<file path="src/rtl/mastermind_solver.sv">
// Mastermind codebreaker: issues the lowest 4-peg code consistent with every
// scored guess so far, one (candidate, history entry) check per cycle.
module mastermind_solver #(
  parameter int unsigned MAX_GUESSES = 8
) (
  input  logic        clk,
  input  logic        resetn,
  input  logic        start,
  output logic [11:0] guess_out,
  output logic        guess_valid,
  input  logic        guess_ready,
  input  logic        fb_valid,
  input  logic [2:0]  red_in,
  input  logic [2:0]  white_in,
  output logic        busy,
  output logic        solved,
  output logic        failed,
  output logic        err,
  output logic [3:0]  guess_count
);

  localparam int unsigned CODE_W     = 12;
  localparam int unsigned PEG_W      = 3;
  localparam int unsigned HIST_DEPTH = 8;
  localparam int unsigned IDX_W      = 3;
  localparam int unsigned CNT_W      = 4;

  typedef enum logic [2:0] {
    S_IDLE,
    S_SEARCH,
    S_PRESENT,
    S_WAIT_FB,
    S_DONE
  } state_e;

  typedef struct packed {
    logic [CODE_W-1:0] guess;
    logic [PEG_W-1:0]  red;
    logic [PEG_W-1:0]  white;
  } hist_t;

  state_e            state_q, state_d;
  logic [CODE_W-1:0] cand_q, cand_d;
  logic [IDX_W-1:0]  idx_q, idx_d;
  logic [CNT_W-1:0]  hist_cnt_q, hist_cnt_d;
  hist_t             hist_q [HIST_DEPTH];
  hist_t             hist_d [HIST_DEPTH];
  logic [CODE_W-1:0] guess_out_q, guess_out_d;
  logic              guess_valid_q, guess_valid_d;
  logic              busy_q, busy_d;
  logic              solved_q, solved_d;
  logic              failed_q, failed_d;
  logic              err_q, err_d;
  logic [CNT_W-1:0]  count_q, count_d;

  logic [PEG_W-1:0]  s_red_c, s_white_c;
  logic              cand_match_c;
  logic [CNT_W-1:0]  fb_sum_c;

  // Red = same colour same slot; white = colour overlap over all slots minus red.
  function automatic logic [5:0] score(input logic [CODE_W-1:0] a, input logic [CODE_W-1:0] b);
    logic [PEG_W-1:0] red, common, ca, cb;
    red    = '0;
    common = '0;
    for (int i = 0; i < 4; i++) begin
      if (a[3*i +: 3] == b[3*i +: 3]) red = red + 3'd1;
    end
    for (int k = 0; k < 8; k++) begin
      ca = '0;
      cb = '0;
      for (int i = 0; i < 4; i++) begin
        if (a[3*i +: 3] == 3'(k)) ca = ca + 3'd1;
        if (b[3*i +: 3] == 3'(k)) cb = cb + 3'd1;
      end
      common = common + ((ca < cb) ? ca : cb);
    end
    return {red, 3'(common - red)};
  endfunction

  assign {s_red_c, s_white_c} = score(cand_q, hist_q[idx_q].guess);
  assign cand_match_c = (s_red_c == hist_q[idx_q].red) && (s_white_c == hist_q[idx_q].white);
  assign fb_sum_c     = CNT_W'(red_in) + CNT_W'(white_in);

  always_ff @(posedge clk or negedge resetn) begin
    if (!resetn) begin
      state_q       <= S_IDLE;
      cand_q        <= '0;
      idx_q         <= '0;
      hist_cnt_q    <= '0;
      hist_q        <= '{default: '0};
      guess_out_q   <= '0;
      guess_valid_q <= 1'b0;
      busy_q        <= 1'b0;
      solved_q      <= 1'b0;
      failed_q      <= 1'b0;
      err_q         <= 1'b0;
      count_q       <= '0;
    end else begin
      state_q       <= state_d;
      cand_q        <= cand_d;
      idx_q         <= idx_d;
      hist_cnt_q    <= hist_cnt_d;
      hist_q        <= hist_d;
      guess_out_q   <= guess_out_d;
      guess_valid_q <= guess_valid_d;
      busy_q        <= busy_d;
      solved_q      <= solved_d;
      failed_q      <= failed_d;
      err_q         <= err_d;
      count_q       <= count_d;
    end
  end

  always_comb begin
    state_d       = state_q;
    cand_d        = cand_q;
    idx_d         = idx_q;
    hist_cnt_d    = hist_cnt_q;
    hist_d        = hist_q;
    guess_out_d   = guess_out_q;
    guess_valid_d = guess_valid_q;
    solved_d      = solved_q;
    failed_d      = failed_q;
    err_d         = err_q;
    count_d       = count_q;

    unique case (state_q)
      S_IDLE, S_DONE: begin
        if (start) begin
          state_d    = S_SEARCH;
          cand_d     = '0;
          idx_d      = '0;
          hist_cnt_d = '0;
          count_d    = '0;
          solved_d   = 1'b0;
          failed_d   = 1'b0;
          err_d      = 1'b0;
        end
      end
      S_SEARCH: begin
        if (hist_cnt_q == '0) begin
          state_d       = S_PRESENT;
          guess_out_d   = cand_q;
          guess_valid_d = 1'b1;
        end else if (!cand_match_c) begin
          // Exhausting the code space means the feedback contradicted itself.
          if (cand_q == {CODE_W{1'b1}}) begin
            state_d  = S_DONE;
            err_d    = 1'b1;
            failed_d = 1'b1;
          end else begin
            cand_d = cand_q + 12'd1;
            idx_d  = '0;
          end
        end else if (idx_q == IDX_W'(hist_cnt_q - 4'd1)) begin
          state_d       = S_PRESENT;
          guess_out_d   = cand_q;
          guess_valid_d = 1'b1;
        end else begin
          idx_d = idx_q + 3'd1;
        end
      end
      S_PRESENT: begin
        if (guess_ready) begin
          state_d       = S_WAIT_FB;
          guess_valid_d = 1'b0;
          count_d       = count_q + 4'd1;
        end
      end
      S_WAIT_FB: begin
        if (fb_valid) begin
          if ((fb_sum_c > 4'd4) || ((red_in == 3'd4) && (white_in != 3'd0))) begin
            state_d  = S_DONE;
            err_d    = 1'b1;
            failed_d = 1'b1;
          end else if (red_in == 3'd4) begin
            state_d  = S_DONE;
            solved_d = 1'b1;
          end else begin
            hist_d[hist_cnt_q[IDX_W-1:0]] = '{guess: cand_q, red: red_in, white: white_in};
            hist_cnt_d = hist_cnt_q + 4'd1;
            if (count_q == CNT_W'(MAX_GUESSES)) begin
              state_d  = S_DONE;
              failed_d = 1'b1;
            end else if (cand_q == {CODE_W{1'b1}}) begin
              state_d  = S_DONE;
              err_d    = 1'b1;
              failed_d = 1'b1;
            end else begin
              state_d = S_SEARCH;
              cand_d  = cand_q + 12'd1;
              idx_d   = '0;
            end
          end
        end
      end
      default: state_d = S_IDLE;
    endcase

    busy_d = (state_d == S_SEARCH) || (state_d == S_PRESENT) || (state_d == S_WAIT_FB);
  end

  assign guess_out   = guess_out_q;
  assign guess_valid = guess_valid_q;
  assign busy        = busy_q;
  assign solved      = solved_q;
  assign failed      = failed_q;
  assign err         = err_q;
  assign guess_count = count_q;

endmodule

</file>
<file path="config.mk">
export PLATFORM = sky130hd
export DESIGN_NAME = mastermind_solver
export DESIGN_NICKNAME = d
export VERILOG_FILES = /design/src/rtl/mastermind_solver.sv
export SDC_FILE = /design/constraint.sdc
export NUM_CORES = 1
export LEC_CHECK = 0
export ABC_AREA = 1
export CAP_MARGIN = 20
export CORE_ASPECT_RATIO = 0.5
export CORE_MARGIN = 2
export CORE_UTILIZATION = 68
export CTS_CLUSTER_DIAMETER = 60
export DETAILED_ROUTE_END_ITERATION = 8
export HOLD_SLACK_MARGIN = 0.02
export PLACE_DENSITY = 0.89
export SKIP_CTS_REPAIR_TIMING = 1
export SKIP_LAST_GASP = 1
export SYNTH_ARGS = -nofsm -noshare
export SYNTH_HDL_FRONTEND = slang
export SYNTH_SLANG_ARGS = --single-unit
</file>
<file path="constraint.sdc">
create_clock -name clk -period 12.3 [get_ports clk]
set_clock_uncertainty 0.15 [all_clocks]
set_input_delay 3.075 -clock clk [delete_from_list [all_inputs] [get_ports clk]]
set_output_delay 3.075 -clock clk [all_outputs]
set_load 0.01 [all_outputs]
</file>
==> summary.md, run 1 <==
| Metric | Value |
|---|---|
| Count of clock tree sinks | 187 |
| Remaining antenna violation count | 0 |
| Total I/O pin count | 32 |
| Most frequent cell on the critical path | inv_1 |
| Period utilization | 0.748 |
| Global-route congestion overflow total | 0 |
| Total number of H-tree levels | 4 |
| Share of layout cells above drive strength 1 | 0.0662 |
| Yosys top cell area share | 0.361 |
| Count of final setup violators | 0 |
| Commonest cells after routing, fill and taps aside | nand2_1, o21ai_0, dfrtp_1 |
| Highest cell delay on the worst timing path | roughly 0.69 ns |
| Starting density of the core | 0.700 |
| Worst path arrival time | 9.35 ns |
| Avg Cell Area, Syn | 7.41 sq um |
| CTS tree | yes |
| Setup crit start kind | flop |
| Total of fill cells in the finished design | 1318 |
| Routed Wire Length | around 36 mm |
| Cells after Synth | 1751 |
| Per-cell routed wire length | 17.8 um |
| DP HPWL | 24.3 mm |
| Syn. warnings | 0 |
| Placement Rows | 35 |
| Worst Path Class, Setup | reg2reg |
| Die Area | 20300 sq um |
| Antenna diode count | 0 |
| Slew at the pin closest to its max-slew limit | 1.03 ns |
| Final core utilization | 0.754 |
| Syn Std Cell Area | 13000 sq um |
| Async set or reset register ratio after synthesis | 1.00 |
| Critical-path top delay cell | dfrtp_2 |
| Max_slew headroom | 0.308 |
| Number of global-route vias before repair | 11700 |
| Hold Violations, Final | 0 |
| Weighted congestion at the end of routability-driven global placement | 0.930 |
| Post-synth top area cell | dfrtp_1 |
| DRC viols | 0 |
| Floorplan core area | 18500 sq um |
| Port bufs | 31 |
| Chip Width | 199 um |
| Initial antenna violation count | 0 |
| Ratio of routed vias to standard cells | 5.98 |
| CTS Root Buffer Type | clkbuf_16 |
| Number of CTS-inserted buffers | 17 |
| Count of cell types in the netlist | 50 |
| Total Nets Final | 1852 |
| Shortest period the worst path allows | 9.21 ns |
| Result of the run | finished, final reports clean |
| Wire length of the first global-routing pass | between 50 and 60 mm |
| Gr usage total | 0.368 |
| Register area share after synthesis | 0.361 |
| Crit Path Max Fanout | 71 |
| Longest Clk Path Bufs | 2 |
| Die Y | a little over 100 um |
| Setup repair after global routing missed its margin | false |
| Count of maximum capacitance violations | 0 |
| Synthesized Nets | 1864 |
| Number of slew-limit violations in the final report | 0 |
| EDFF count, synth | 0 |
| Critical Path Sink Type | flop |
| Number of iterations in the first detailed-routing pass | 6 |
| Most common library cell in the layout ignoring fill and taps | nand2_1 |
| Data required time at the worst endpoint | between 10 and 15 ns |
| Leading register cell type out of synthesis | dfrtp_1 |
| Flop and latch count out of synthesis | 187 |
| Clock slew seen by the registers of the worst setup and hold paths | 0.07 ns |
| Max Freq | 109 MHz |
| 1st-iter DRT viols | 1278 |
| Final TNS setup | 0 ns |
| Synth-to-layout area growth | 7.70% |
| Cell types occupying the most area after synthesis | dfrtp_1, nand2_1, ha_1 |
| Classification of the worst-slack hold path | reg2reg |
| Maximum number of pins on one net before global-route repair | 119 |
| Clock latency on the worst-skew pair | 0.44 ns |
| Via count | roughly 12000 |
## cells in the mapped netlist, types with 9 or more instances
cell,instances
nand2_1,480
o21ai_0,210
dfrtp_1,187
inv_1,185
nor2_1,144
ha_1,92
nand3_1,78
clkbuf_1,49
a21oi_1,44
xor2_1,38
xnor2_1,30
nand2_2,25
nor3_1,22
nand4_1,13
o21ai_1,13
buf_2,12
fa_1,10
o22ai_1,10
nand3_2,9
o21ai_2,9
o21bai_1,9
## cell type report
class,instances,area (sq um),area share
Multi-Input combinational cell,1296,7190,0.515
Sequential cell,187,4680,0.335
Inverter,192,731,0.0523
Timing Repair Buffer,45,437,0.0313
Clock buffer,17,425,0.0305
Tap cell,259,324,0.0232
Clock inverter,15,179,0.0128
## state kept, by name, summed over array words and instances (netlist names), 3 cells and up
name and count:
guess_out 12, hist_cnt_q 4, hist_q 144, idx_q 3
cand_q 12, guess_count 4, state_q 3
## worst max-delay path, delay by kind of cell (launching register included)
kind | cells | cell delay [ns]
fa+ha+maj | 6 | 2.04
compound gates | 8 | 2.20
xor+xnor | 2 | 0.50
simple gates | 15 | 2.06
buf+inv | 10 | 1.35
flops | 1 | 0.69
## stage by stage
| stage | hold WS (ns) | setup slack [ns] | area (sq um) | std cells |
|---|---|---|---|---|
| after floorplan | 0.298 | 5.15 | 13000 | 1751 |
| after global placement | 0.310 | 3.84 | 13300 | 1978 |
| after detailed placement | 0.317 | 3.51 | 13300 | 1978 |
| after CTS | 0.334 | 3.31 | 13900 | 2010 |
| after global routing | 0.353 | 2.52 | 14000 | 2011 |
| final | 0.335 | 3.09 | 14000 | 2011 |
## path summary, 6_finish.rpt
path / startpoint / slack (ns) / cells after the start / endpoint
min in group asynchronous: resetn / 2.37 / 1 / hist_q[57]
worst max-delay path: idx_q[0] / 3.09 / 41 / guess_out[2]
worst min register to register: hist_q[127] / 0.34 / 2 / hist_q[127]
worst min-delay path: hist_q[127] / 0.34 / 2 / hist_q[127]
worst max register to register: idx_q[0] / 3.09 / 41 / guess_out[2]
max in group asynchronous: resetn / 8.00 / 3 / cand_q[3]
## logic make-up (layout without fill, tap and decap cells)
family                     Yosys count  count (layout)  synth area share
AOI/OAI and AO/OA                  320             320             0.135
xor gates and xnor gates            68              68            0.0459
adders and majority gates          102             102             0.104
buffers and inverters              268             269            0.0847
DFF                                187             187             0.361
muxes                               10              10           0.00791
and+or+nand+nor                    796             796             0.261
## layer usage
| metal | GRT usage | vias to the layer above | wire (um) |
|---|---|---|---|
| met5 | 0 | - | 0 |
| met4 | 0.146 | 0 | 1250 |
| met3 | 0.0856 | 112 | 4000 |
| met2 | 0.601 | 650 | 16200 |
| met1 | 0.482 | 5649 | 14400 |
| li1 | - | 5606 | - |
Power of run 1 is left out: the tool's default activity adds up to more than one toggle a clock period on the data nets, which glitch-free logic cannot reach.
==> run 2, diff against run 1 <==
--- a/config.mk
+++ b/config.mk
@@ -9,11 +9,11 @@
 export CAP_MARGIN = 20
 export CORE_ASPECT_RATIO = 0.5
 export CORE_MARGIN = 2
-export CORE_UTILIZATION = 68
+export CORE_UTILIZATION = 63
 export CTS_CLUSTER_DIAMETER = 60
 export DETAILED_ROUTE_END_ITERATION = 8
 export HOLD_SLACK_MARGIN = 0.02
-export PLACE_DENSITY = 0.89
+export PLACE_DENSITY = 0.84
 export SKIP_CTS_REPAIR_TIMING = 1
 export SKIP_LAST_GASP = 1
 export SYNTH_ARGS = -nofsm -noshare
==> constraint.sdc (replaced) <==
create_clock -name clk -period 9.1 [get_ports clk]
set_clock_uncertainty 0.15 [all_clocks]
set_input_delay 2.275 -clock clk [delete_from_list [all_inputs] [get_ports clk]]
set_output_delay 2.275 -clock clk [all_outputs]
set_load 0.01 [all_outputs]
==> run 2 against run 1 <==
- largest cell class unchanged
- final area up 0.43%
- setup slack worse by 2.4 ns
- die area up 7.7%
- maximum frequency up 9.9%
==> summary.md, run 2 (synthesized netlist as in run 1, its figures left out) <==
| Metric | Value |
|---|---|
| Result of the run | finished, final reports clean |
| Weighted congestion at the end of routability-driven global placement | 0.908 |
| DRC viols | 0 |
| Clock latency on the worst-skew pair | 0.44 ns |
| Source of the critical timing path | idx_q[0] |
| CP Capture Point | guess_out[4] |
| Number of iterations in the first detailed-routing pass | 6 |
| Critical path's top delay family | adder cells |
| Most frequent cell on the critical path | nand2_1 |
| Launch point of the worst reg-to-reg path | idx_q[0] |
| Max_slew headroom | 0.357 |
| Floorplan core area | 20400 sq um |
| Total number of H-tree levels | 4 |
| Antenna diode count | 0 |
| Count of final setup violators | 0 |
| CTS Root Buffer Type | clkbuf_16 |
| Gr usage total | 0.337 |
| Critical Path Sink Type | flop |
| Count of clock tree sinks | approximately 190 |
| DP HPWL | 24.5 mm |
| Flip-flop count of the largest register after layout | around 140 |
| Initial antenna violation count | 0 |
| Number of global-route vias before repair | approximately 11000 |
| Setup repair after global routing missed its margin | false |
| Clock slew seen by the registers of the worst setup and hold paths | ~0.08 ns |
| CTS tree | yes |
| Hold Violations, Final | 0 |
| FF-to-FF path depth | 41 |
| Maximum number of pins on one net before global-route repair | approximately 100 |
| Number of CTS-inserted buffers | 17 |
| Longest Clk Path Bufs | 2 |
| Synth-to-layout area growth | 8.16% |
| Reg-to-reg endpoint | guess_out[4] |
| Most common library cell in the layout ignoring fill and taps | nand2_1 |
| Port bufs | 31 |
| Count of maximum capacitance violations | 0 |
| Total of fill cells in the finished design | 1608 |
| Total Nets Final | roughly 1900 |
| Final TNS setup | 0 ns |
| Placement Rows | 37 |
| Per-cell routed wire length | 17.5 um |
| Chip Width | 207 um |
| Buf/Inv on CP | 7 |
| Data required time at the worst endpoint | 9.26 ns |
| Max Freq | 119 MHz |
| Routed Wire Length | ~35 mm |
| 1st-iter DRT viols | 1363 |
| Commonest cells after routing, fill and taps aside | nand2_1, o21ai_0, dfrtp_1 |
| Global-route congestion overflow total | 0 |
| Crit Path Max Fanout | 34 |
| Share of layout cells above drive strength 1 | 0.0683 |
| Ratio of routed vias to standard cells | between 5 and 6 |
| Die Y | 105 um |
| Number of slew-limit violations in the final report | 0 |
| Slew at the pin closest to its max-slew limit | 0.957 ns |
| Via count | 11900 |
| Setup crit start kind | flop |
| Total number of cells along the worst setup path | around 40 |
| Highest cell delay on the worst timing path | 0.74 ns |
| Critical-path top delay cell | dfrtp_2 |
| Worst path arrival time | between 8 and 9 ns |
| Wire length of the first global-routing pass | 56.9 mm |
| Worst Path Class, Setup | reg2reg |
| Setup slack on the worst flop-to-flop path | 0.72 ns |
| Starting density of the core | 0.637 |
| Period utilization | 0.920 |
| Total I/O pin count | 32 |
| Classification of the worst-slack hold path | reg2reg |
| Die Area | 21800 sq um |
| Largest Register | hist_q |
| Remaining antenna violation count | 0 |
| Shortest period the worst path allows | about 8.4 ns |
run 2: layout make-up:
| class | count | area [sq um] | share of cell area |
|---|---|---|---|
| multi-input cells | 1296 | 7190 | 0.513 |
| flip-flops and latches | 187 | 4680 | 0.334 |
| inverters | 192 | 731 | 0.0521 |
| repair buffers | 49 | 487 | 0.0347 |
| clock buffers | 19 | 453 | 0.0323 |
| well taps | 273 | 342 | 0.0243 |
| clock inverters | 13 | 144 | 0.0103 |
run 2: worst min path at each step:
stage	startpoint	end	slack, ns	depth (start not counted)
2_1_floorplan	hist_q[100]	hist_q[100]	0.30	2
3_3_place_gp	guess_valid	guess_valid	0.31	2
3_5_place_dp	guess_valid	guess_valid	0.31	2
4_1_cts	guess_valid	guess_valid	0.33	2
5_1_grt	hist_q[111]	hist_q[111]	0.36	2
6_report	hist_q[26]	hist_q[26]	0.33	2
run 2: tightest hold or removal path, stage by stage (launching register included):
cell and delay [ns]:
dfrtp_1 0.34, nand2_1 0.05, o21ai_0 0.06
run 2: per-layer routing:
metal / vias up / global-route usage / wire, um
li1: 5614 / - / -
met2: 593 / 0.528 / 16100
met4: 0 / 0.150 / 1220
met1: 5632 / 0.454 / 14800
met3: 100 / 0.0705 / 3390
met5: - / 0 / 0
run 2: through the flow:
step / cell area, sq um / hold WS (ns) / setup WS, ns / instances / util
global placement: 13400 / 0.310 / 0.909 / 1995 / 0.657
detailed placement: 13400 / 0.312 / 0.671 / 1995 / 0.657
CTS: 14000 / 0.334 / 0.652 / 2027 / 0.686
global route: 14000 / 0.356 / 0.0337 / 2029 / 0.689
floorplan: 13000 / 0.298 / 1.95 / 1751 / -
finish: 14000 / 0.332 / 0.724 / 2029 / 0.689
Power of run 2 is left out for the same reason.
==> run 3, diff against run 2 <==
--- a/config.mk
+++ b/config.mk
@@ -16,6 +16,7 @@
 export PLACE_DENSITY = 0.84
 export SKIP_CTS_REPAIR_TIMING = 1
 export SKIP_LAST_GASP = 1
+export SLEW_MARGIN = 20
 export SYNTH_ARGS = -nofsm -noshare
 export SYNTH_HDL_FRONTEND = slang
 export SYNTH_SLANG_ARGS = --single-unit
==> run 3 against run 2 <==
- final area decreased by 0.35%
- via count decreased by 0.28%
- worst hold slack improved by 0.00058 ns
- sequential share of layout area increased by 0.12 points
- critical path depth decreased by 2
- first-iteration DRC count decreased by 7.0%
- utilization decreased by 0.24 points
- critical endpoint unchanged
- highest routed layer unchanged
==> summary.md, run 3 (synthesized netlist as in run 1, its figures left out) <==
| Metric | Value |
|---|---|
| Result of the run | finished, final reports clean |
| Crit Path Max Fanout | 34 |
| DRC viols | 0 |
| Gr usage total | 0.337 |
| Worst Path Class, Setup | reg2reg |
| Most frequent cell on the critical path | nand2_1 |
| Global-route congestion overflow total | 0 |
| Total number of H-tree levels | 4 |
| Count of maximum capacitance violations | 0 |
| Wire length of the first global-routing pass | ~57 mm |
| Number of cells traversed by the worst hold path | 2 |
| Setup repair after global routing missed its margin | false |
| Number of global-route vias before repair | 11400 |
| Per-cell routed wire length | ~17 um |
| Maximum number of pins on one net before global-route repair | 102 |
| Critical Path Sink Type | flop |
| Clock latency on the worst-skew pair | 0.44 ns |
| Classification of the worst-slack hold path | reg2reg |
| Critical-path top delay cell | dfrtp_2 |
| Clock slew seen by the registers of the worst setup and hold paths | about 0.070 ns |
| CTS tree | yes |
| Final TNS setup | 0 ns |
| Highest cell delay on the worst timing path | 0.74 ns |
| Most common library cell in the layout ignoring fill and taps | nand2_1 |
| Chip Width | 207 um |
| Number of iterations in the first detailed-routing pass | 6 |
| CTS Root Buffer Type | clkbuf_16 |
| Placement Rows | 37 |
| Setup crit start kind | flop |
| Weighted congestion at the end of routability-driven global placement | 0.908 |
| Number of slew-limit violations in the final report | 0 |
| Period utilization | 0.923 |
| Via count | 11900 |
| Max_slew headroom | 0.370 |
| Initial antenna violation count | 0 |
| Shortest period the worst path allows | between 8 and 9 ns |
| Total I/O pin count | 32 |
| Total of fill cells in the finished design | 1617 |
| Share of layout cells above drive strength 1 | 0.0678 |
| 1st-iter DRT viols | between 1000 and 1500 |
| Post-Place Cells | around 2000 |
| Launch point of the worst reg-to-reg path | idx_q[0] |
| Largest Register | hist_q |
| Reg-to-reg endpoint | guess_out[4] |
| Port bufs | 31 |
| Count of clock tree sinks | 187 |
| Number of CTS-inserted buffers | 17 |
| Routed Wire Length | roughly 35 mm |
| Flip-flop count of the largest register after layout | between 100 and 150 |
| Data required time at the worst endpoint | 9.26 ns |
| Worst path arrival time | 8.55 ns |
| Die Area | 21800 sq um |
| Commonest cells after routing, fill and taps aside | nand2_1, o21ai_0, dfrtp_1 |
| Count of final setup violators | 0 |
| Floorplan core area | 20400 sq um |
| Count of placed standard cells in the final layout, fillers left out | 2027 |
| Hold Violations, Final | 0 |
| Longest Clk Path Bufs | 2 |
| Remaining antenna violation count | 0 |
| Startpoint of the most critical hold path | hist_q[26] |
| Slew at the pin closest to its max-slew limit | 0.937 ns |
| Starting density of the core | 0.637 |
| Total Nets Final | 1854 |
| Die Y | 105 um |
| DP HPWL | roughly 24 mm |
| FF-to-FF path depth | 39 |
| Setup slack on the worst flop-to-flop path | 0.71 ns |
| Synth-to-layout area growth | 7.78% |
| Endpoint of the worst hold path | hist_q[26] |
| Fin Hold WS | 0.332 ns |
| Max Freq | 119 MHz |
| Ratio of routed vias to standard cells | 5.87 |
| Antenna diode count | 0 |
[run 3: changes by cell type in the layout (fill, tap and decap cells not counted)]
cell,change
nand2_1,-1
nand2_2,+1
buf_16,-2
buf_6,+1
buf_4,-1
[run 3: layout make-up]
| class | instances | area [sq um] | share of cell area |
|---|---|---|---|
| multi-input combinational | 1296 | 7200 | 0.515 |
| sequential | 187 | 4680 | 0.335 |
| inverter | 192 | 731 | 0.0523 |
| clock buffer | 19 | 453 | 0.0324 |
| timing repair buffer | 47 | 435 | 0.0311 |
| tap | 273 | 342 | 0.0244 |
| clock inverter | 13 | 144 | 0.0103 |
[run 3: stage by stage]
step                instance area (sq um)  setup slack (ns)  utilization
global placement                    13400             0.909        0.657
detailed placement                  13400             0.671        0.657
floorplan                           13000              1.95            -
finish                              14000             0.705        0.686
global route                        14000            0.0322        0.686
CTS                                 14000             0.652        0.686
[run 3: worst max path at each step]
stage	from	to	slack, ns	cells past startpoint
6_report	idx_q[0]	guess_out[4]	0.71	39
2_1_floorplan	idx_q[0]	guess_out[10]	1.95	44
5_1_grt	idx_q[0]	guess_out[1]	0.03	39
3_5_place_dp	idx_q[0]	guess_out[10]	0.67	42
3_3_place_gp	idx_q[0]	guess_out[11]	0.91	42
4_1_cts	idx_q[0]	guess_out[4]	0.65	42
[run 3: metal layers]
metal	vias to the layer above	wire (um)	global-route usage
met1	5582	14700	0.454
met2	599	15800	0.528
met3	110	3370	0.0705
met5	-	0	0
li1	5615	-	-
met4	0	1260	0.150
[run 3: worst max-delay path, delay by kind of cell, from the launching register on]
| family | cells | cell delay, ns |
|---|---|---|
| adders and majority gates | 7 | 2.50 |
| and+or+nand+nor | 16 | 1.83 |
| AOI/OAI and AO/OA | 9 | 1.65 |
| buffers and inverters | 5 | 0.85 |
| DFF | 1 | 0.74 |
| xor gates and xnor gates | 1 | 0.26 |
| muxes | 1 | 0.23 |
Power of run 3 is left out for the same reason.
==> RTL change (flow settings as in run 2) <==
`HIST_DEPTH`: 8 -> 16.
--- a/src/rtl/mastermind_solver.sv
+++ b/src/rtl/mastermind_solver.sv
@@ -21,7 +21,7 @@
 
   localparam int unsigned CODE_W     = 12;
   localparam int unsigned PEG_W      = 3;
-  localparam int unsigned HIST_DEPTH = 8;
+  localparam int unsigned HIST_DEPTH = 16;
   localparam int unsigned IDX_W      = 3;
   localparam int unsigned CNT_W      = 4;
 
Behaviour: no difference found for any inputs over 4 cycles, from zero or initial values and one cycle with resetn low; that may be too few to reach the edited logic, so the function may still have changed.
==> RTL change against run 2 <==
Setup slack worse by 0.014 ns. Count of clock-buffer cells in the layout grew 1. Design area shrank 1.1%. Sequential cell count did not move. Final cell count decreased by 0.30%. Area after synthesis decreased by 0.44%. Wire length is 1.5% lower. Largest cell class unchanged. Highest routed layer unchanged.
==> RTL change: results (changes against run 2) <==
cp-startpoint: "idx_q[1]$_DFFE_PN0P_"
synth-seq-area-share_pct: 36.24  # +0.16 points
routed_wirelength_um: 34930  # -1.5%
r2r_cells: 45  # +9.8%
path_clk_slew_ns: 0.07
min_from: "guess_out[11]$_DFFE_PN0P_"
grt_pass1_wl_um: 56080  # -1.4%
rr_endpoint: "cand_q[2]$_DFFE_PN0P_"
viasPerCell: 5.843  # -0.70%
track_usage_pct: 33.03  # -0.68 points
worst_pin_slew_ns: 0.9856  # +0.02883 ns
synth_area_leaders: "dfrtp_1, nand2_1, ha_1"
yosysWarnings: 0  # unchanged
drt_iter0_drc: 1238  # -9.2%
yosysUniqueCellTypes: 47  # -6.0%
cp_slowest_cell: "inv_1"
fillers: 1550  # -3.6%
ir_worst_vdd_v: 0.0002486
whs_endpoint: "guess_out[11]$_DFFE_PN0P_"
cp_max_fo: 24  # -29%
regMostFlops: "hist_q"
worstSetupEndpoint: "cand_q[2]$_DFFE_PN0P_"
dp_slack_ns: 1.025  # +0.3537 ns
cts_made_buffers: 17  # unchanged
synth_nets: 1870  # +0.32%
grt_pass1_vias: 11030  # -3.6%
outcome: "finished, final reports clean"
synth_common_cells: "nand2_1, o21ai_0, inv_1"
place_congestion: 0.9344  # +2.9%
arrival_ns: 8.60  # +0.07 ns
ys_async_sr_fraction_pct: 100.0  # unchanged
drive_gt1_share_pct: 4.952  # -1.9 points
crit_path_max_incr_delay_ns: 0.56  # -0.18 ns
critPathTopFamily: "adder cells"
grt_max_degree: 124  # +22%
r2r_start: "idx_q[1]$_DFFE_PN0P_"
post-dp-hpwl_um: 24190  # -1.2%
drt_first_pass_iters: 6  # unchanged
htree_levels: 4  # unchanged
period_share_pct: 92.20  # +0.16 points
==> RTL change: kinds of logic after synthesis <==
family / Yosys count / share of synthesized area, %
fa+ha+maj: 102 / 10.46
xor+xnor: 66 / 4.476
compound gates: 301 / 12.60
simple gates: 813 / 26.40
flops: 187 / 36.24
mux: 13 / 1.056
buf+inv: 275 / 8.769
==> RTL change: worst reg2reg max path: cells and delay by family, from the launching register on <==
kind	cells	cell delay, ns
buffers and inverters	9	1.39
AOI/OAI and AO/OA	7	1.24
DFF	1	0.39
adders and majority gates	7	2.56
xor gates and xnor gates	2	0.43
and+or+nand+nor	20	2.15
==> RTL change: metal layers <==
metal	global-route usage [%]	vias to the layer above	wire, um
li1	-	5605	-
met1	46.27	5615	14970
met2	51.98	526	15830
met3	6.524	74	3332
met4	10.10	0	795
met5	0	-	0
==> RTL change: per-stage QoR <==
step	area [um2]	cells	hold WS [ns]	power, mW	util, %
floorplan	12910	1757	0.2978	2.513	-
global placement	13290	1990	0.3078	2.956	67.23
detailed placement	13290	1990	0.3135	3.057	67.23
CTS	13840	2022	0.3309	3.768	70.01
global route	13870	2023	0.3402	4.072	70.15
finish	13870	2023	0.3282	3.800	70.15
==> RTL change: where the power goes <==
group | switching, mW | internal, mW
clock network | 0.344 | 0.365
registers | 0.0615 | 0.907
logic | 1.38 | 0.741
total | 1.79 | 2.01
==> RTL change: area by class of cell <==
class                      instances  area [um2]  share of cell area, %
multi-input combinational       1295        7102                  51.20
sequential                       187        4681                  33.75
inverter                         195       734.5                  5.295
tap                              266       332.8                  2.399
clock buffer                      20       446.7                  3.220
clock inverter                    12       102.6                 0.7397
timing repair buffer              48       471.7                  3.401
